$ cat config.mk
export PLATFORM = sky130hd
export DESIGN_NAME = pilha_retorno
export DESIGN_NICKNAME = d
export VERILOG_FILES = /design/src/rtl/pilha_retorno.sv
export SDC_FILE = /design/constraint.sdc
export NUM_CORES = 1
export LEC_CHECK = 0
export CAP_MARGIN = 20
export CORE_MARGIN = 2
export CORE_UTILIZATION = 45
export CTS_BUF_LIST = sky130_fd_sc_hd__clkbuf_4 sky130_fd_sc_hd__clkbuf_8
export DETAILED_ROUTE_END_ITERATION = 10
export HOLD_SLACK_MARGIN = 0.05
export MAX_ROUTING_LAYER = met4
export SLEW_MARGIN = 10
export SYNTH_ARGS = -nofsm -noshare
export SYNTH_HDL_FRONTEND = slang
export SYNTH_SLANG_ARGS = --single-unit
$ cat constraint.sdc
create_clock -name clk -period 7.9 [get_ports clk]
set_clock_uncertainty 0.05 [all_clocks]
set_input_delay 2.37 -clock clk [delete_from_list [all_inputs] [get_ports clk]]
set_output_delay 2.37 -clock clk [all_outputs]
set_load 0.01 [all_outputs]
$ cat src/rtl/pilha_retorno.sv
// Hardware LIFO for return addresses (jal/jst) and register values (lstk/sstk).
// The top entry is kept in a register so consumers see it with no read latency.
module pilha_retorno #(
  parameter int unsigned WIDTH = 32,
  parameter int unsigned DEPTH = 16
) (
  input  logic                         clk,
  input  logic                         reset,
  input  logic                         push,
  input  logic                         pop,
  input  logic                         SelMuxPilha,
  input  logic [WIDTH-1:0]             end_retorno,
  input  logic [WIDTH-1:0]             dado_reg,
  output logic [WIDTH-1:0]             topo,
  output logic [$clog2(DEPTH):0]       nivel,
  output logic                         vazia,
  output logic                         cheia,
  output logic                         overflow,
  output logic                         underflow
);

  localparam int unsigned NW = $clog2(DEPTH) + 1;
  localparam int unsigned AW = $clog2(DEPTH);

  logic [WIDTH-1:0] mem [DEPTH];

  logic [WIDTH-1:0] dado_sel;
  logic [NW-1:0]    nivel_n;
  logic [WIDTH-1:0] topo_n;
  logic             overflow_n;
  logic             underflow_n;
  logic             vazia_n;
  logic             cheia_n;
  logic             we;
  logic [AW-1:0]    waddr;
  logic             empty;
  logic             full;

  assign dado_sel = SelMuxPilha ? dado_reg : end_retorno;
  assign empty    = (nivel == NW'(0));
  assign full     = (nivel == NW'(DEPTH));

  // Next-state decode for one push/pop operation.
  always_comb begin
    nivel_n     = nivel;
    topo_n      = topo;
    overflow_n  = overflow;
    underflow_n = underflow;
    we          = 1'b0;
    waddr       = AW'(nivel);
    if (push && pop) begin
      we     = 1'b1;
      topo_n = dado_sel;
      if (empty) begin
        waddr   = AW'(0);
        nivel_n = NW'(1);
      end else begin
        waddr   = AW'(nivel - NW'(1));
      end
    end else if (push) begin
      if (full) begin
        overflow_n = 1'b1;
      end else begin
        we      = 1'b1;
        nivel_n = nivel + NW'(1);
        topo_n  = dado_sel;
      end
    end else if (pop) begin
      if (empty) begin
        underflow_n = 1'b1;
      end else begin
        nivel_n = nivel - NW'(1);
        topo_n  = (nivel == NW'(1)) ? '0 : mem[AW'(nivel - NW'(2))];
      end
    end
    vazia_n = (nivel_n == NW'(0));
    cheia_n = (nivel_n == NW'(DEPTH));
  end

  // Control/status registers; flags decoded from the next level to stay aligned with nivel.
  always_ff @(posedge clk) begin
    if (reset) begin
      nivel     <= '0;
      topo      <= '0;
      vazia     <= 1'b1;
      cheia     <= 1'b0;
      overflow  <= 1'b0;
      underflow <= 1'b0;
    end else begin
      nivel     <= nivel_n;
      topo      <= topo_n;
      vazia     <= vazia_n;
      cheia     <= cheia_n;
      overflow  <= overflow_n;
      underflow <= underflow_n;
    end
  end

  // Entry array; contents are don't-care after reset.
  always_ff @(posedge clk) begin
    if (we && !reset) begin
      mem[waddr] <= dado_sel;
    end
  end

endmodule

==> impl_summary.md <==
Run status
The run finished with clean final reports.

Synthesis
The number of nets in the synthesized netlist is 1316. The count of flip-flops with a built-in enable after synthesis is 512. The count of different cell masters after synthesis is 62.

The portion of synthesized cell area occupied by the leading cell type is 0.683. The synthesized area per cell is 18.2 sq um. The fraction of synthesis flops using an asynchronous set or reset pin is 0. The sequential element share of the synthesized area is 0.719. Yosys attributes the largest share of cell area to sky130_fd_sc_hd__edfxtp_1 (68%), sky130_fd_sc_hd__mux4_2 (7.0%), sky130_fd_sc_hd__mux2i_1 (5.2%).

Yosys printed 0 warnings. Among all flip-flop cells after synthesis, the most frequent one is sky130_fd_sc_hd__edfxtp_1. The largest area contributor in the synthesized netlist is sky130_fd_sc_hd__edfxtp_1.

The synthesized netlist cell count is 1238. The area of the mapped netlist is 22500 sq um. The synthesized design contains 553 register bits.

STA
The post-layout minimum cycle time is 4810 ps. Static timing analysis puts the maximum clock frequency at 0.208 GHz. The final max-slew violation count was 0. At the pin with the least slew margin, the transition time is 1050 ps.

Dividing the final minimum period by the clock period gives 0.608. The total count of hold-check failures in the final report is 0. Setup repair after global routing left no endpoint under its margin.

The number of setup violations in the final report is 0. The final sum of negative setup slack is 0 ps. The normalized max-slew margin is 0.301.

Die
For this design the top-level I/O count stands at 110. The starting density of the core is 0.458. The floorplan step set the die width to 228 um. The number of placement rows is 81. After floorplanning, the core was sized to cover 49200 sq um. The die is 228 um tall. The area of the die is 51800 sq um.

Route
The number of remaining DRC errors is 0. The iteration-0 DRC count of the detailed router is 1019. The number of search-and-repair iterations in the first detailed-routing pass is 5. The mean number of vias per cell is 5.70. Summed over all layers, the routed wires come to 51800 um. The count of nets left with antenna violations after detail routing is 0. The post-detailed-route wirelength per cell is 24.5 um. The number of vias after detailed routing is 12.1k.

Critical path
STA classifies the critical path endpoint as a flop. In this run the worst path has a maximum fanout of 18. The startpoint type of the worst setup path is an input pin. The setup path with the least slack is of type in2reg.

At the worst endpoint, the required time is 8170 ps. The data arrival at the endpoint of the critical path is 5070 ps.

Flow run
Across the run, the number of max-cap violations was 0.

Finish
0 antenna diodes ended up in the layout. The number of filler cells placed in the layout is 3958. The area growth from synthesis to layout is 15.8%. Summing all multi-input logic gate instances after layout gives 5890 sq um.

The share of layout cells above drive strength 1 is 0.224. At the end of the flow, the number of nets in the layout was 1460. The sequential cell area is 16200 sq um. After routing the design area is 26100 sq um.

Global routing
The via count of the first global-routing pass was 12.3k. The global router's overall resource usage is 0.214. The number of antenna violations at the first check in global routing is 0. Entering global routing, the biggest net connects 71 pins. The residual overflow from global routing is 0. The first global-routing pass estimated 78100 um of wire.

Clocking
Clock tree synthesis selected as its root buffer the cell sky130_fd_sc_hd__clkbuf_8. The number of buffers between clock root and the deepest sink is 3. The number of buffers created by CTS is 89. The H-tree was split into 3 levels. Clock-pin slew was measured on the worst setup and hold paths at 60 ps. After clock tree synthesis, the repair step resized 0 gates. TritonCTS built the clock tree. In this run, post-CTS hold repair placed 0 buffers.

The clock drives 553 sinks. In this run the post-CTS setup repair buffer count came out at 0. The clock latency at the later pin of the worst-skew pair is 660 ps.

Power and ir drop
The peak supply drop is 0.000114 V. The power density of the placed cells is 272 nW/um^2. The total leakage power is 8.05 nW. The completed layout was analyzed and its total power is 7.09 mW.

Place
The number of buffers inserted by port buffering is 109. The final weighted congestion in routability-driven placement is 0.805. The placement-stage cell area is 24300 sq um. The half-perimeter wire length after placement is 27800 um.

Worst hold path
The type of the tightest min-delay check is reg2reg.
[critical path, stage by stage]
cell                              delay, ps
sky130_fd_sc_hd__clkdlybuf4s50_1        650
sky130_fd_sc_hd__and2_1                 340
sky130_fd_sc_hd__o21ai_0                150
sky130_fd_sc_hd__a32oi_1                380
sky130_fd_sc_hd__nor2_4                 750
sky130_fd_sc_hd__buf_4                  420
[stage by stage]
stage / hold WS [ps] / instances / utilization / setup WS [ps]
2_1_floorplan: 455 / 1238 / - / 2900
3_3_place_gp: 408 / 1950 / 0.492 / 2530
3_5_place_dp: 417 / 1952 / 0.493 / 2470
4_1_cts: 431 / 2114 / 0.529 / 3030
5_1_grt: 449 / 2117 / 0.531 / 2890
6_report: 428 / 2117 / 0.531 / 3090
[path summary, 6_finish.rpt]
kind	start	to	slack, ps	cells after the start
max	pop	mem[15][4]$_DFFE_PP_	3090	6
min	overflow$_SDFFE_PP0P_	overflow$_SDFFE_PP0P_	430	2
max reg2reg	nivel[1]$_SDFF_PP0_	mem[15][4]$_DFFE_PP_	3640	11
min reg2reg	overflow$_SDFFE_PP0P_	overflow$_SDFFE_PP0P_	430	2
[per-layer routing]
| metal | routed length [um] | track usage | vias up |
|---|---|---|---|
| met5 | 0 | - | - |
| met4 | 910 | 0.0571 | 0 |
| met3 | 3060 | 0.0409 | 72 |
| met2 | 23600 | 0.316 | 388 |
| met1 | 24200 | 0.306 | 6276 |
| li1 | - | - | 5329 |
[cells in the mapped netlist (all sizes together) (2+ instances only)]
library cell	instances
a32oi	2
a211oi	33
mux2	32
mux2i	118
nor2b	62
buf	53
nor4	6
o32ai	2
a21oi	33
inv	6
and2	3
clkbuf	32
a311oi	3
mux4	70
o211ai	6
dfxtp	41
nand2b	10
o21ai	6
a31oi	2
nand2	18
ha	9
nor2	64
a22oi	28
a221oi	63
o31a	2
o31ai	2
edfxtp	512
[registers in the layout, summed over array words and instances, names as in the netlist]
register / count
mem: 512
topo: 32
nivel: 5
cheia: 1
overflow: 1
underflow: 1
vazia: 1
[cell usage in the layout (no fill, tap or decap), types with 18 or more instances in the layout]
cell type and instances:
sky130_fd_sc_hd__a22oi_1 28, sky130_fd_sc_hd__clkdlybuf4s50_1 106, sky130_fd_sc_hd__a211oi_1 24, sky130_fd_sc_hd__clkinv_1 21, sky130_fd_sc_hd__nand2_1 18, sky130_fd_sc_hd__mux4_2 70, sky130_fd_sc_hd__mux2_2 28, sky130_fd_sc_hd__a21oi_1 31
sky130_fd_sc_hd__a221oi_1 50, sky130_fd_sc_hd__edfxtp_1 512, sky130_fd_sc_hd__buf_4 24, sky130_fd_sc_hd__dfxtp_1 39, sky130_fd_sc_hd__nor2_4 18, sky130_fd_sc_hd__nor2b_1 62, sky130_fd_sc_hd__clkbuf_8 97, sky130_fd_sc_hd__mux2i_1 118
sky130_fd_sc_hd__nor2_1 46, sky130_fd_sc_hd__clkbuf_4 29
[power breakdown]
part | switching [mW] | leakage [nW] | total [mW] | internal, mW
Sequential | 0.104 | 4.95 | 3.43 | 3.32
Combinational | 0.714 | 2.17 | 1.26 | 0.550
Clock | 1.10 | 0.926 | 2.40 | 1.30
Total | 1.92 | 8.05 | 7.09 | 5.17
[cells by family (layout without fill, tap and decap cells)]
| kind of cell | Yosys count | count (layout) | synth area share |
|---|---|---|---|
| compound gates | 190 | 190 | 0.0699 |
| xor+xnor | 1 | 1 | 0.000389 |
| buf+inv | 91 | 306 | 0.0259 |
| flops | 553 | 553 | 0.719 |
| mux | 220 | 220 | 0.139 |
| simple gates | 174 | 174 | 0.0409 |
| fa+ha+maj | 9 | 9 | 0.00500 |
[layout make-up]
class / count / share of cell area
Sequential cell: 553 / 0.621
Timing Repair Buffer: 138 / 0.0529
Inverter: 6 / 0.000960
Clock inverter: 36 / 0.00763
Clock buffer: 126 / 0.0595
Multi-Input combinational cell: 594 / 0.226
Tap cell: 664 / 0.0319
(Power assumes the default switching activity.)
==> variant 1: new RTL, config.mk and constraints unchanged <==
Set the parameter `WIDTH` to 28 (it was 32).
--- a/src/rtl/pilha_retorno.sv
+++ b/src/rtl/pilha_retorno.sv
@@ -3,3 +3,3 @@
 module pilha_retorno #(
-  parameter int unsigned WIDTH = 32,
+  parameter int unsigned WIDTH = 28,
   parameter int unsigned DEPTH = 16
Interface: changed (resized dado_reg, end_retorno and topo); port bits go from 110 to 98. No check against the original RTL was run, so the function may have changed too.
==> variant 1 against the unedited design <==
- via count fell by 16%
- fmax fell by 6.4%
- core utilization rose by 0.45 points
- first-iteration DRC count rose by 0.29%
- count of clock-buffer cells in the layout down 8
- sequential cell count shrank 68
- worst setup slack worse by 0.33 ns
- total power is 13% lower
- wire length down 16%
- cell count is 14% lower
- design area decreased by 12%
- synthesized area down 14%
- critical path depth is the same
- largest cell class unchanged
- largest power group unchanged
==> variant 1: results (changes against the unedited design) <==
synth:
  yosysSeqAreaShare_pct: 72.9  # was 71.9%
  synth_nets: 1104  # was 1316
  synth_commonest_cells: "448 x edfxtp_1, 113 x nand2_1, 112 x mux4_2, 48 x nor2_1, 43 x mux2_2"  # was 512 x edfxtp_1, 118 x mux2i_1, 70 x mux4_2, 62 x nor2_1, 62 x nor2b_1
  syn_avg_cell_area_um2: 18.8  # was 18.2 µm²
  synth_cell_type_count: 55  # was 62
  synth_area_leaders: "edfxtp_1 69%, mux4_2 13%, dfxtp_1 3.8%, mux2_2 2.5%, nand2_1 2.2%"  # was edfxtp_1 68%, mux4_2 7.0%, mux2i_1 5.2%, dfxtp_1 3.6%, a221oi_1 1.9%
  synth_edf_count: 448  # was 512
drt:
  wl_met2_mm: 20.7  # was 23.6 mm
  met1_length_mm: 19.7  # was 24.2 mm
  first_pass_iters: 7  # was 5
  avgViaCountPerCell: 5.59  # was 5.70
layout:
  fill_cells: 3394  # was 3958
  instances_no_fill: 1823  # was 2117
  drive_above_1_share_pct: 28.2  # was 22.4%
  nets: 1243  # was 1460
  largestRegisters: "mem: 448 flops, topo: 28 flops, nivel: 5 flops"  # was mem: 512 flops, topo: 32 flops, nivel: 5 flops
worst_setup_path:
  worstReg2RegEnd: "mem[2][9]"  # was mem[15][4]
  worstPathArrival_ns: 5.31  # was 5.07 ns
  reg2reg_slack_ns: 3.58  # was 3.64 ns
  crit_fanout: 46  # was 18
timing:
  tightest_slew_ns: 1.09  # was 1.05 ns
placement:
  gp_congestion: 0.825  # was 0.805
  dp_hpwl_mm: 24.0  # was 27.8 mm
global_routing:
  grtUsageTotal_pct: 20.6  # was 21.4%
  grt_first_pass_wirelength_mm: 65.7  # was 78.1 mm
  grt_max_degree: 65  # was 71
outcome:
  outcome: "finished clean"  # unchanged
power_and_ir_drop:
  p_leak_uw: 0.00729  # was 0.00805 µW
==> variant 1: cell types whose count changed in the layout (fill, tap and decap cells not counted), moves of 14 or more <==
cell      before  now
a22oi_1       28   12
nor2b_1       62    4
a221oi_1      50   30
edfxtp_1     512  448
a21oi_1       31    6
nor2_4        18    4
nand2_1       18  113
mux2_2        28   43
mux2i_1      118    2
mux4_2        70  112
clkbuf_8      97   83
==> variant 1: power by group through the flow <==
stage	clock (µW)	sequential, µW	combinational (µW)
2_1_floorplan	0	3010	669
3_3_place_gp	0	3040	977
5_1_grt	2360	2990	1070
4_1_cts	2260	2980	989
3_5_place_dp	0	3040	986
6_report	2200	2980	983
==> variant 1: layer usage <==
layer	global-route usage, %	up-vias
li1	-	4498
met1	28.7	5304
met2	31.2	313
met3	3.38	76
met4	6.97	0
met5	-	-
==> variant 1: cell families after synthesis <==
group / Yosys count / synth area share, %
fa+ha+maj: 9 / 0.579
buf+inv: 69 / 1.88
simple gates: 200 / 4.51
mux: 157 / 15.6
compound gates: 112 / 4.44
flops: 485 / 72.9
xor+xnor: 2 / 0.0900
==> variant 1: layout make-up <==
cell class	instances	share of cell area (%)
Sequential cell	485	61.9
Multi-Input combinational cell	480	22.1
Clock buffer	118	6.12
Timing Repair Buffer	121	5.73
Tap cell	585	3.19
Clock inverter	28	0.883
Inverter	6	0.0982
==> variant 1: worst max-delay path, cell delays in order <==
cell	delay (ns)
buf_2	0.78
nor2b_1	0.48
and3_1	0.27
a21oi_1	0.08
or2_2	0.42
nor2b_4	0.87
==> variant 1: worst max path at each step <==
stage / to / start / depth (start not counted)
2_1_floorplan: mem[10][0] / push / 6
3_3_place_gp: mem[13][12] / push / 6
3_5_place_dp: mem[12][12] / push / 6
4_1_cts: mem[12][15] / push / 6
5_1_grt: mem[2][9] / push / 6
6_report: mem[2][9] / push / 6
==> variant 1: stage by stage <==
stage	hold WS (ns)	util (%)	cell area, µm²	setup slack, ns	total power [µW]
after detailed placement	0.412	49.3	21100	2.09	4020
after CTS	0.428	53.0	22700	2.73	6230
after floorplan	0.455	-	19500	2.57	3680
after global routing	0.438	53.5	22900	2.66	6420
final	0.428	53.5	22900	2.77	6170
after global placement	0.399	49.2	21100	2.15	4010
==> variant 2: new RTL, same flow settings <==
Made on the original files. Register the output `topo` once more, with the module's reset; this adds one clock of latency there. The other outputs are not delayed to match.
--- a/src/rtl/pilha_retorno.sv
+++ b/src/rtl/pilha_retorno.sv
@@ -24,2 +24,4 @@
 
+  logic [WIDTH-1:0] topo_s0;
+
   logic [WIDTH-1:0] mem [DEPTH];
@@ -45,3 +47,3 @@
     nivel_n     = nivel;
-    topo_n      = topo;
+    topo_n      = topo_s0;
     overflow_n  = overflow;
@@ -83,3 +85,3 @@
       nivel     <= '0;
-      topo      <= '0;
+      topo_s0   <= '0;
       vazia     <= 1'b1;
@@ -90,3 +92,3 @@
       nivel     <= nivel_n;
-      topo      <= topo_n;
+      topo_s0   <= topo_n;
       vazia     <= vazia_n;
@@ -105,2 +107,10 @@
 
+  always_ff @(posedge clk) begin
+    if (reset) begin
+      topo <= '0;
+    end else begin
+      topo <= topo_s0;
+    end
+  end
+
 endmodule
Formal check against the unedited RTL: not equivalent (Yosys sat finds a counterexample within 4 cycles, from zero or initial values and one cycle with reset high).
==> variant 2 against the unedited design <==
- clock power increased by 5%
- total power up 2.1%
- sequential share of layout area rose by 0.64 points
- design area is 2.9% higher
- worst setup slack got worse by 0.61 ns
- die area up 2.7%
- critical endpoint is now mem[7][23]
- count of clock-buffer cells in the layout rose by 6
- sequential cell count grew 32
- core utilization fell by 0.55 points
- largest cell class unchanged
- synthesized area is 2.7% higher
- wire length decreased by 0.17%
- hold slack got worse by 0.014 ns
- sequential power rose by 3%
==> variant 2: results (changes against the unedited design) <==
outcome:
  outcome: "finished clean"  # unchanged
synth:
  synth_cell_type_count: 60  # was 62
  syn_avg_cell_area_um2: 17.3  # was 18.2 µm²
  yosysSeqAreaShare_pct: 72.8  # was 71.9%
  synth_nets: 1413  # was 1316
  synth_commonest_cells: "512 x edfxtp_1, 142 x nand2_1, 95 x mux2i_1, 73 x dfxtp_1, 68 x mux4_2"  # was 512 x edfxtp_1, 118 x mux2i_1, 70 x mux4_2, 62 x nor2_1, 62 x nor2b_1
  synth_area_leaders: "edfxtp_1 66%, mux4_2 6.6%, dfxtp_1 6.3%, mux2i_1 4.1%, mux2_2 2.7%"  # was edfxtp_1 68%, mux4_2 7.0%, mux2i_1 5.2%, dfxtp_1 3.6%, a221oi_1 1.9%
placement:
  dpl_cell_area_um2: 24900  # was 24300 µm²
  placedCellCount: 2067  # was 1952
  gp_congestion: 0.803  # was 0.805
worst_setup_path:
  crit_fanout: 32  # was 18
  crit_end: "mem[7][23]"  # was mem[15][4]
  max_stage_delay_ns: 0.98  # was 0.75 ns
  worstReg2RegEnd: "mem[2][11]"  # was mem[15][4]
  regToRegStartpoint: "nivel[2]"  # was nivel[1]
  reg2reg_slack_ns: 3.66  # was 3.64 ns
drt:
  wl_mm: 51.7  # was 51.8 mm
  avgViaCountPerCell: 5.59  # was 5.70
  drt_iter0_drc: 1123  # was 1019
layout:
  nets: 1560  # was 1460
  fill_cells: 4158  # was 3958
  largestRegisters: "mem: 512 flops, topo: 32 flops, topo_s0: 32 flops"  # was mem: 512 flops, topo: 32 flops, nivel: 5 flops
  instances_no_fill: 2240  # was 2117
global_routing:
  grt_pass1_vias: 12700  # was 12300
  grtUsageTotal_pct: 20.4  # was 21.4%
  grt_max_degree: 92  # was 71
  grt_first_pass_wirelength_mm: 78.4  # was 78.1 mm
cts:
  ctsHoldBuffers: 0  # unchanged
  cts-resized-gates: 0  # unchanged
timing:
  tightest_slew_ns: 1.13  # was 1.05 ns
power_and_ir_drop:
  vdd_drop_max_uv: 129  # was 114 µV
==> variant 2: power breakdown <==
part           leakage (µW)  internal (µW)  switching (µW)
clock              0.000978           1370            1150
sequential          0.00521           3500            47.6
combinational       0.00246            487             681
==> variant 2: metrics by stage <==
stage          power [µW]  setup slack (ns)  hold slack [ns]
6_report             7230              2.49            0.415
5_1_grt              7530              2.37            0.433
4_1_cts              7300              2.61            0.407
3_5_place_dp         4780              1.92            0.409
3_3_place_gp         4760              1.79            0.403
2_1_floorplan        4420              2.68            0.389
==> variant 2: cell families after synthesis <==
group	count (synthesis)	share of synthesized area (%)
buffers and inverters	90	2.30
xor gates and xnor gates	2	0.0758
and+or+nand+nor	272	5.30
muxes	226	13.9
AOI/OAI and AO/OA	151	5.16
adders and majority gates	9	0.487
DFF	585	72.8
==> variant 2: layout make-up <==
class	instances	area [µm²]	area share, %
Antenna cell	1	2.50	0.00933
Clock buffer	132	1600	5.96
Clock inverter	38	234	0.872
Inverter	9	33.8	0.126
Multi-Input combinational cell	660	5910	22.0
Sequential cell	585	16800	62.8
Tap cell	680	851	3.17
Timing Repair Buffer	135	1360	5.08
==> variant 2: worst min path at each step <==
| stage | slack, ns | startpoint | end | depth (start not counted) |
|---|---|---|---|---|
| 2_1_floorplan | 0.39 | topo_s0[0] | topo[0] | 1 |
| 3_3_place_gp | 0.40 | topo_s0[4] | topo[4] | 1 |
| 3_5_place_dp | 0.41 | topo_s0[9] | topo[9] | 1 |
| 4_1_cts | 0.41 | topo_s0[7] | topo[7] | 1 |
| 5_1_grt | 0.43 | topo_s0[7] | topo[7] | 1 |
| 6_report | 0.41 | topo_s0[7] | topo[7] | 1 |
==> variant 2: worst reg2reg max path, stage by stage (launching register included) <==
cell,delay [ns]
dfxtp_1,0.67
inv_1,0.31
ha_4,0.23
a21boi_0,0.47
nand3_1,0.28
xor2_1,0.37
a31oi_1,0.42
nor2_4,0.67
buf_4,0.44
==> variant 2: routing by layer <==
layer | up-vias | global-route usage, % | part of all wire (%)
li1 | 5590 | - | -
met1 | 6411 | 28.9 | 47
met2 | 429 | 30.3 | 46
met3 | 81 | 3.50 | 6.1
met4 | 0 | 6.13 | 1.8
met5 | - | - | 0
